$ cat src/rtl/avg_window.sv
// Windowed sample averager: sliding or non-overlapping block average over 2^LOG2_DEPTH samples,
// with a synchronised sample strobe, sample counter, busy flag and dropped-sample error.
module avg_window #(
  parameter int unsigned DATA_W     = 16,
  parameter int unsigned LOG2_DEPTH = 2,
  parameter int unsigned COUNT_MAX  = 1000
) (
  input  logic              clk,
  input  logic              reset,
  input  logic              data_ready,
  input  logic [DATA_W-1:0] sample_data,
  input  logic              mode,
  output logic              modwait,
  output logic [DATA_W-1:0] avg_out,
  output logic              avg_valid,
  output logic              one_k_samples,
  output logic              err
);

  localparam int unsigned Depth = 1 << LOG2_DEPTH;
  localparam int unsigned SumW  = DATA_W + LOG2_DEPTH;
  localparam int unsigned CntW  = (COUNT_MAX > 1) ? $clog2(COUNT_MAX) : 1;

  typedef enum logic [1:0] {StIdle, StLoad, StAccum} state_e;

  state_e                 state_q;
  logic                   sync1_q, sync2_q, sync3_q;
  logic [DATA_W-1:0]      mem_q [Depth];
  logic [DATA_W-1:0]      sample_q;
  logic [DATA_W-1:0]      oldest_q;
  logic [SumW-1:0]        sum_q;
  logic [LOG2_DEPTH-1:0]  wr_ptr_q;
  logic [LOG2_DEPTH-1:0]  phase_q;
  logic [CntW-1:0]        cnt_q;
  logic                   mode_q;
  logic                   mode_new_q;

  logic                   dr_pulse;
  logic [SumW-1:0]        new_sum;

  assign dr_pulse = sync2_q & ~sync3_q;
  // sum_q already contains oldest_q, so the subtraction cannot underflow.
  assign new_sum  = sum_q + SumW'(sample_q) - SumW'(oldest_q);

  always_ff @(posedge clk) begin
    if (reset) begin
      state_q       <= StIdle;
      sync1_q       <= 1'b0;
      sync2_q       <= 1'b0;
      sync3_q       <= 1'b0;
      for (int i = 0; i < Depth; i++) mem_q[i] <= '0;
      sample_q      <= '0;
      oldest_q      <= '0;
      sum_q         <= '0;
      wr_ptr_q      <= '0;
      phase_q       <= '0;
      cnt_q         <= '0;
      mode_q        <= 1'b0;
      mode_new_q    <= 1'b0;
      modwait       <= 1'b0;
      avg_out       <= '0;
      avg_valid     <= 1'b0;
      one_k_samples <= 1'b0;
      err           <= 1'b0;
    end else begin
      sync1_q       <= data_ready;
      sync2_q       <= sync1_q;
      sync3_q       <= sync2_q;
      avg_valid     <= 1'b0;
      one_k_samples <= 1'b0;
      unique case (state_q)
        StIdle: begin
          if (dr_pulse) begin
            sample_q   <= sample_data;
            mode_new_q <= mode;
            err        <= 1'b0;
            modwait    <= 1'b1;
            state_q    <= StLoad;
          end
        end
        StLoad: begin
          if (dr_pulse) err <= 1'b1;
          if (mode_new_q != mode_q) begin
            for (int i = 0; i < Depth; i++) mem_q[i] <= '0;
            sum_q    <= '0;
            phase_q  <= '0;
            oldest_q <= '0;
            mode_q   <= mode_new_q;
          end else begin
            oldest_q <= mem_q[wr_ptr_q];
          end
          // Placed after the clear loop so the new sample survives a mode change.
          mem_q[wr_ptr_q] <= sample_q;
          state_q         <= StAccum;
        end
        StAccum: begin
          if (dr_pulse) err <= 1'b1;
          wr_ptr_q <= wr_ptr_q + 1'b1;
          modwait  <= 1'b0;
          state_q  <= StIdle;
          if (cnt_q == CntW'(COUNT_MAX - 1)) begin
            cnt_q         <= '0;
            one_k_samples <= 1'b1;
          end else begin
            cnt_q <= cnt_q + 1'b1;
          end
          if (!mode_q) begin
            sum_q     <= new_sum;
            avg_out   <= new_sum[SumW-1:LOG2_DEPTH];
            avg_valid <= 1'b1;
          end else if (phase_q == LOG2_DEPTH'(Depth - 1)) begin
            avg_out   <= new_sum[SumW-1:LOG2_DEPTH];
            avg_valid <= 1'b1;
            sum_q     <= '0;
            phase_q   <= '0;
            for (int i = 0; i < Depth; i++) mem_q[i] <= '0;
          end else begin
            sum_q   <= new_sum;
            phase_q <= phase_q + 1'b1;
          end
        end
        default: state_q <= StIdle;
      endcase
    end
  end

endmodule

$ cat config.mk
export PLATFORM = sky130hd
export DESIGN_NAME = avg_window
export DESIGN_NICKNAME = d
export VERILOG_FILES = /design/src/rtl/avg_window.sv
export SDC_FILE = /design/constraint.sdc
export NUM_CORES = 1
export LEC_CHECK = 0
export BUFFER_PORTS_ARGS = -buffer_cell sky130_fd_sc_hd__buf_2
export CAP_MARGIN = 20
export CORE_MARGIN = 2
export CORE_UTILIZATION = 36
export DETAILED_ROUTE_END_ITERATION = 6
export GPL_ROUTABILITY_DRIVEN = 1
export GPL_TIMING_DRIVEN = 0
export PLACE_DENSITY_LB_ADDON = 0.1
export SLEW_MARGIN = 20
export SYNTH_ARGS = -nofsm -noshare
export SYNTH_HDL_FRONTEND = slang
export SYNTH_SLANG_ARGS = --single-unit
$ cat constraint.sdc
create_clock -name clk -period 9.05 [get_ports clk]
set_clock_uncertainty 0.15 [all_clocks]
set_input_delay 1.3575 -clock clk [delete_from_list [all_inputs] [get_ports clk]]
set_output_delay 1.3575 -clock clk [all_outputs]
set_load 0.01 [all_outputs]
==> metrics.md, run 1 <==
| Metric | Value |
|---|---|
| Final Setup Violations | 0 |
| Clock Pin Slew Worst Setup and Hold Paths | 0.06 ns |
| Status | finished, final reports clean |
| Num rows | 53 |
| Die ar. | 22600 µm² |
| CP startpoint kind | primary input |
| Top-area cell type share of the netlist area | 0.249 |
| CTS Root Buffer Type | clkbuf_16 |
| Drt pass-1 iters | 4 |
| Netlist cell types | 51 |
| Core Area | 21000 µm² |
| Ys Warns | 0 |
| WP data arrival | 3.61 ns |
| Setup TNS | 0 ns |
| Top Layer Used | met4 |
| Synthesized area | 7700 µm² |
| DR iter-0 viols | 359 |
| Vias in the first global route | 5472 |
| Async S/R FF share, synth | 0 |
| Hold/Removal Path Class | reg2reg |
| Via/cell ratio | 5.03 |
| Synth Register Bits | 157 |
| Detailed-route DRC error count | 0 |
| # diodes | 0 |
| Worst slew pin tran | 1.15 ns |
| Nets | 887 |
| Post-synth top flop | dfxtp_1 |
| Post-Syn Instances | 769 |
| Post-route clock period utilization | 0.408 |
| DR WL/cell | 18.1 µm |
| Vias | 5616 |
| Max IR drop VDD | 0.136 mV |
| Finished Core Util | 0.420 |
| Initial antenna violation count | 0 |
| Total CTS buffers | 17 |
| Seq. cell area | 3780 µm² |
| Max Root-Sink Buffers | 2 |
| TritonCTS clock tree | yes |
| Starting Density | 0.366 |
| Achievable Freq | 271 MHz |
| I/O pins | 40 |
| Grt ovf | 0 |
| Mapped Avg Cell Area | 10.0 µm² |
| Worst EP required | 8.96 ns |
| Die width | 150 µm |
| Register area share after synthesis | 0.491 |
| Area of the multi-input gates | 3430 µm² |
| Most frequent cells in the layout | dfxtp_1, inv_1, nand2_1 |
| Worst skew pair latency | 0.43 ns |
| Final WL | 20200 µm |
| Setup crit end kind | register |
| Die height | 150 µm |
| Routed met2 length | 9280 µm |
| Post-CTS setup buffers | 0 |
| Crit path time final | 3.69 ns |
| Slew margin rel. | 0.228 |
| Cts repair resizes | 0 |
| Area post-placement | 8270 µm² |
| Final Power | 1.65 mW |
| Post-DRT Antenna Nets | 0 |
| Largest net degree at the start of global routing | 17 |
| CP Class | in2reg |
| Max-slew violations | 0 |
| H-Tree Depth | 4 |
| Area grow syn2layout | 14.6% |
| Setup crit start | reset |
| Max-cap check violation count | 0 |
| Hold WS | 0.288 ns |
| Pwr dens | 187 nW/µm² |
| CTS sink cnt | 157 |
| Leakage | 3.40 nW |
| Hpwl dp | 14900 µm |
| Mapped Nets | 828 |
| Layout cells sized above 1 | 0.117 |
| Total Routing Usage GR | 0.190 |
| Top cells by area, synth | edfxtp_1, dfxtp_1, mux4_2, a21oi_1, fa_1 |
| Hold Buf Count CTS | 0 |
| GPL Wtd Cong | 0.844 |
| Commonest non-fill, non-tap cell in the layout | dfxtp_1 |
| Design Area, Final | 8830 µm² |
| R2R Path Start | state_q[0] |
| Post-synth EDFFs | 64 |
| Maximum fanout along the worst path | 16 |
| Leading area contributor after synthesis | edfxtp_1 |
| First-pass GRT wire length | 31800 µm |
| Port Buffers | 39 |
| Worst hold start | sync1_q |
| Fillcell total | 2049 |
| Metal3 WL | 712 µm |
| Met1 WL | 9760 µm |
| RSZ-0062 raised after global routing | false |
| Final Hold Viols | 0 |
[worst paths after layout]
kind	to	cells after the start	slack (ns)
worst max-delay path	mem_q[1][11]	5	5.36
worst min-delay path	sync2_q	1	0.29
worst max register to register	mem_q[1][11]	7	5.45
worst min register to register	sync2_q	1	0.29
[routing by layer]
layer  up-vias  GRT usage
li1       2774          -
met1      2701      0.271
met2       115      0.291
met3        26     0.0276
met4         0     0.0722
met5         -          0
[per-stage QoR]
| stage | setup WS [ns] | std cells |
|---|---|---|
| floorplan | 5.65 | 769 |
| global placement | 4.49 | 1083 |
| detailed placement | 4.88 | 1084 |
| CTS | 5.33 | 1116 |
| global route | 5.31 | 1116 |
| finish | 5.36 | 1116 |
[state kept, by name (all words and copies together), names as in the netlist, named ones only]
name,cells
avg_out,16
avg_valid,1
cnt_q,10
err,1
mem_q,64
mode_new_q,1
mode_q,1
modwait,1
oldest_q,16
one_k_samples,1
phase_q,2
sample_q,16
state_q,2
sum_q,18
sync1_q,1
sync2_q,1
sync3_q,1
wr_ptr_q,2
[critical path, cell delays in order]
cell	delay (ns)
buf_2	0.16
nand2b_1	0.19
nor3_1	0.89
clkbuf_1	0.44
a21bo_2	0.55
[where the power goes]
group	internal, mW	switching [mW]	total, mW	leakage (nW)
Clock	0.386	0.294	0.680	0.265
Combinational	0.0767	0.129	0.205	1.73
Sequential	0.754	0.00894	0.763	1.41
[cell families (layout without fill, tap and decap cells)]
family / count (synthesis) / in the layout / synth area share
multiplexers: 19 / 19 / 0.0507
AND/OR/NAND/NOR: 277 / 277 / 0.182
adder cells (fa/ha/maj): 39 / 39 / 0.0789
flip-flops: 157 / 157 / 0.491
buffers and inverters: 124 / 196 / 0.0648
XOR/XNOR: 28 / 28 / 0.0318
AO/OA/AOI/OAI: 125 / 125 / 0.101
[Yosys cell counts (6+ instances only)]
cell type,number
a22oi_1,10
nand2_1,74
a21o_1,7
a22o_1,9
nand2b_1,6
a21oi_1,64
nor3_1,26
nor2_1,56
nor2b_1,24
nor4_1,17
mux4_2,16
edfxtp_1,64
clkbuf_1,39
o21ai_0,8
and2_1,18
o21a_1,6
nand4_1,7
ha_1,23
xor2_1,12
fa_1,16
xnor2_1,16
inv_1,77
nand3_1,10
dfxtp_1,93
and3_1,18
[final cells by class]
class / count / share of cell area
Timing Repair Buffer: 40 / 0.0238
Sequential cell: 157 / 0.429
Clock buffer: 19 / 0.0502
Multi-Input combinational cell: 488 / 0.389
Buffer: 47 / 0.0238
Tap cell: 275 / 0.0390
Inverter: 77 / 0.0327
Clock inverter: 13 / 0.0133
Note: power is estimated with default switching activity, not from simulation.
==> run 2, diff against run 1 <==
- clock period: 9.05 -> 3.2 ns (I/O delays scaled with it)
==> run 2 against run 1 <==
Against the previous run:
- clock power rose to 2.8 times the previous value
- count of clock-buffer cells in the layout is the same
- global-route usage about the same
- non-clock buffer count unchanged
- sequential cell count did not move
- hold slack got worse by 0.18 ns
- cell count unchanged
- worst setup slack got worse by 5.3 ns
- via count increased by 0.78%
- cell area up 2.4%
- combinational power rose to 3.2 times the previous value
- critical path type is now reg2reg
- critical endpoint is now avg_out[11]
- largest cell class unchanged
- highest routed layer unchanged
==> metrics.md, run 2 (synthesized netlist as in run 1, its figures left out) <==
| Metric | Value |
|---|---|
| Status | finished, final reports clean |
| Reg2Reg Depth | 12 (+5) |
| Setup crit start | sample_q[8] |
| CP Class | reg2reg |
| Max Root-Sink Buffers | 2 (unchanged) |
| Area grow syn2layout | 17.4% |
| Largest net degree at the start of global routing | 17 (unchanged) |
| Fin cells | 1116 (unchanged) |
| Setup crit end kind | register |
| Layout cells sized above 1 | 0.170 (+0.0535) |
| Reg2reg setup slack | 0.06 ns (-5.39 ns) |
| CP peak stage delay | 0.54 ns (-0.35 ns) |
| Largest registers | mem_q x64, sum_q x18 |
| Hold Buf Count CTS | 0 (unchanged) |
| Commonest non-fill, non-tap cell in the layout | dfxtp_1 |
| H-Tree Depth | 4 (unchanged) |
| GR Util met3 | 0.0282 (+0.000606) |
| Worst skew pair latency | 0.43 ns (about the same) |
| GR peak layer | met2 |
| Die width | 150 µm (unchanged) |
| R2R Path Start | sample_q[8] |
| Reg2reg end | avg_out[11] |
| Pwr dens | 525 nW/µm² (+180%) |
| Final WL | 20500 µm (+1.7%) |
| CTS Root Buffer Type | clkbuf_16 |
| Worst hold stages | 2 (+1) |
| Vias in the first global route | 5472 (unchanged) |
| Grt ovf | 0 (unchanged) |
| Design Area, Final | 9040 µm² (+2.4%) |
| Fillcell total | 2031 (-0.88%) |
| Maximum fanout along the worst path | 4 (-12) |
| Drt pass-1 iters | 5 (+1) |
| Detailed-route DRC error count | 0 (unchanged) |
| Critical path buffer and inverter count | 3 (+1) |
| Starting Density | 0.366 (unchanged) |
| Worst slew pin tran | 0.794 ns (-0.355 ns) |
| Max reg flops | 64 (unchanged) |
| Biggest register | mem_q |
| Initial antenna violation count | 0 (unchanged) |
| GPL Wtd Cong | 0.844 (unchanged) |
| Crit path max-delay cell type | or4b_1 |
| Max-cap check violation count | 0 (unchanged) |
| TritonCTS clock tree | yes |
| Finished Core Util | 0.430 (+0.0101) |
| WP data arrival | 3.36 ns (-0.25 ns) |
| Worst EP required | 3.42 ns (-5.54 ns) |
| Achievable Freq | 318 MHz |
| M2 GR Usage | 0.292 (+0.00159) |
| Port Buffers | 39 (unchanged) |
| Final Hold Viols | 0 (unchanged) |
| DR iter-0 viols | 351 (-2.2%) |
| Via/cell ratio | 5.07 (+0.78%) |
| Final Setup Violations | 0 (unchanged) |
| CP startpoint kind | register |
| # diodes | 0 (unchanged) |
| Num rows | 53 (unchanged) |
| CP delay by family, top | compound AO/OA/AOI/OAI gates |
| Most frequent cells in the layout | dfxtp_1, nand2_1, inv_1 |
| Final Power | 4.75 mW (+190%) |
| Min-Delay Endpoint | sync1_q |
| Crit path time final | 3.14 ns |
| Nets | 887 (unchanged) |
| Max-slew violations | 0 (unchanged) |
| CTS sink cnt | 157 (unchanged) |
| Cells after DPL | 1084 (unchanged) |
| Vias | 5660 (+0.78%) |
| Area post-placement | 8270 µm² (unchanged) |
| Slew margin rel. | 0.469 (+0.242) |
| Total Routing Usage GR | 0.190 (about the same) |
| Hpwl dp | 14900 µm (unchanged) |
| Post-route clock period utilization | 0.982 |
| Met1 Resource Use GR | 0.270 (-0.000916) |
| Die ar. | 22600 µm² (unchanged) |
| Critical path's most frequent cell | inv_1 |
| Hold/Removal Path Class | in2reg |
| Post-DRT Antenna Nets | 0 (unchanged) |
| Leakage | 3.45 nW (+1.3%) |
| Max IR drop VDD | 0.401 mV (+200%) |
| I/O pins | 40 (unchanged) |
| Setup TNS | 0 ns (unchanged) |
| Critical Path, Cell by Cell | inv_4, fa_1, inv_1, ha_4, a21oi_2, inv_1, a311o_1, o211a_1, o21ai_1, nand2b_1, or4b_1, nand3_1 |
| Die height | 150 µm (unchanged) |
| DR WL/cell | 18.4 µm (+1.7%) |
| Core Area | 21000 µm² (unchanged) |
| Worst hold start | data_ready |
| Total CTS buffers | 17 (unchanged) |
| First-pass GRT wire length | 31800 µm (about the same) |
| Clock Pin Slew Worst Setup and Hold Paths | 0.06 ns (about the same) |
[run 2: changes by cell type in the layout (fill, tap and decap cells not counted), sizes merged]
cell and change:
buf +4, clkbuf -4
[run 2: worst register-to-register path: stages (launching register included)]
cell	delay, ns
dfxtp_4	0.37
inv_4	0.05
fa_1	0.53
inv_1	0.06
ha_4	0.21
a21oi_2	0.15
inv_1	0.09
a311o_1	0.34
o211a_1	0.26
o21ai_1	0.14
nand2b_1	0.09
or4b_1	0.54
nand3_1	0.10
[run 2: how the worst max path moves through the flow]
| stage | end | slack, ns | cells after the start |
|---|---|---|---|
| 2_1_floorplan | avg_out[11] | 0.13 | 13 |
| 3_3_place_gp | mem_q[2][1] | -0.93 | 5 |
| 3_5_place_dp | mem_q[1][3] | -0.44 | 7 |
| 4_1_cts | avg_out[11] | 0.003 | 12 |
| 5_1_grt | avg_out[12] | -0.02 | 10 |
| 6_report | avg_out[11] | 0.06 | 12 |
[run 2: timing repair]
action / 4_1_cts / 5_1_grt
endpoints found under the setup margin: 38 / 47
setup buffers: 1 / 4
resized for setup: 17 / 36
pin swaps: 1 / 13
[run 2: metal layers]
| layer | wire length [µm] | vias up | part of all wire |
|---|---|---|---|
| met1 | 9930 | 2738 | 0.48 |
| met3 | 628 | 28 | 0.031 |
| met5 | 0 | - | 0 |
| met4 | 444 | 0 | 0.022 |
| met2 | 9530 | 116 | 0.46 |
| li1 | - | 2778 | - |
[run 2: cell type report]
cell class | count | area, µm² | share of cell area
flip-flops and latches | 157 | 3810 | 0.421
multi-input cells | 488 | 3600 | 0.398
clock buffers | 19 | 443 | 0.0490
well taps | 275 | 344 | 0.0381
inverters | 77 | 292 | 0.0322
repair buffers | 45 | 248 | 0.0274
plain buffers | 42 | 190 | 0.0210
clock inverters | 13 | 118 | 0.0130
[run 2: power by group]
part	switching [mW]	internal, mW	leakage, nW
registers	0.0262	2.13	1.42
clock network	0.835	1.09	0.265
logic	0.398	0.267	1.76
[run 2: metrics by stage]
step / setup WS (ns) / hold slack [ns]
global placement: -0.928 / 0.267
CTS: 0.00277 / 0.0891
detailed placement: -0.436 / 0.276
finish: 0.0591 / 0.105
global route: -0.0211 / 0.108
floorplan: 0.127 / 0.264
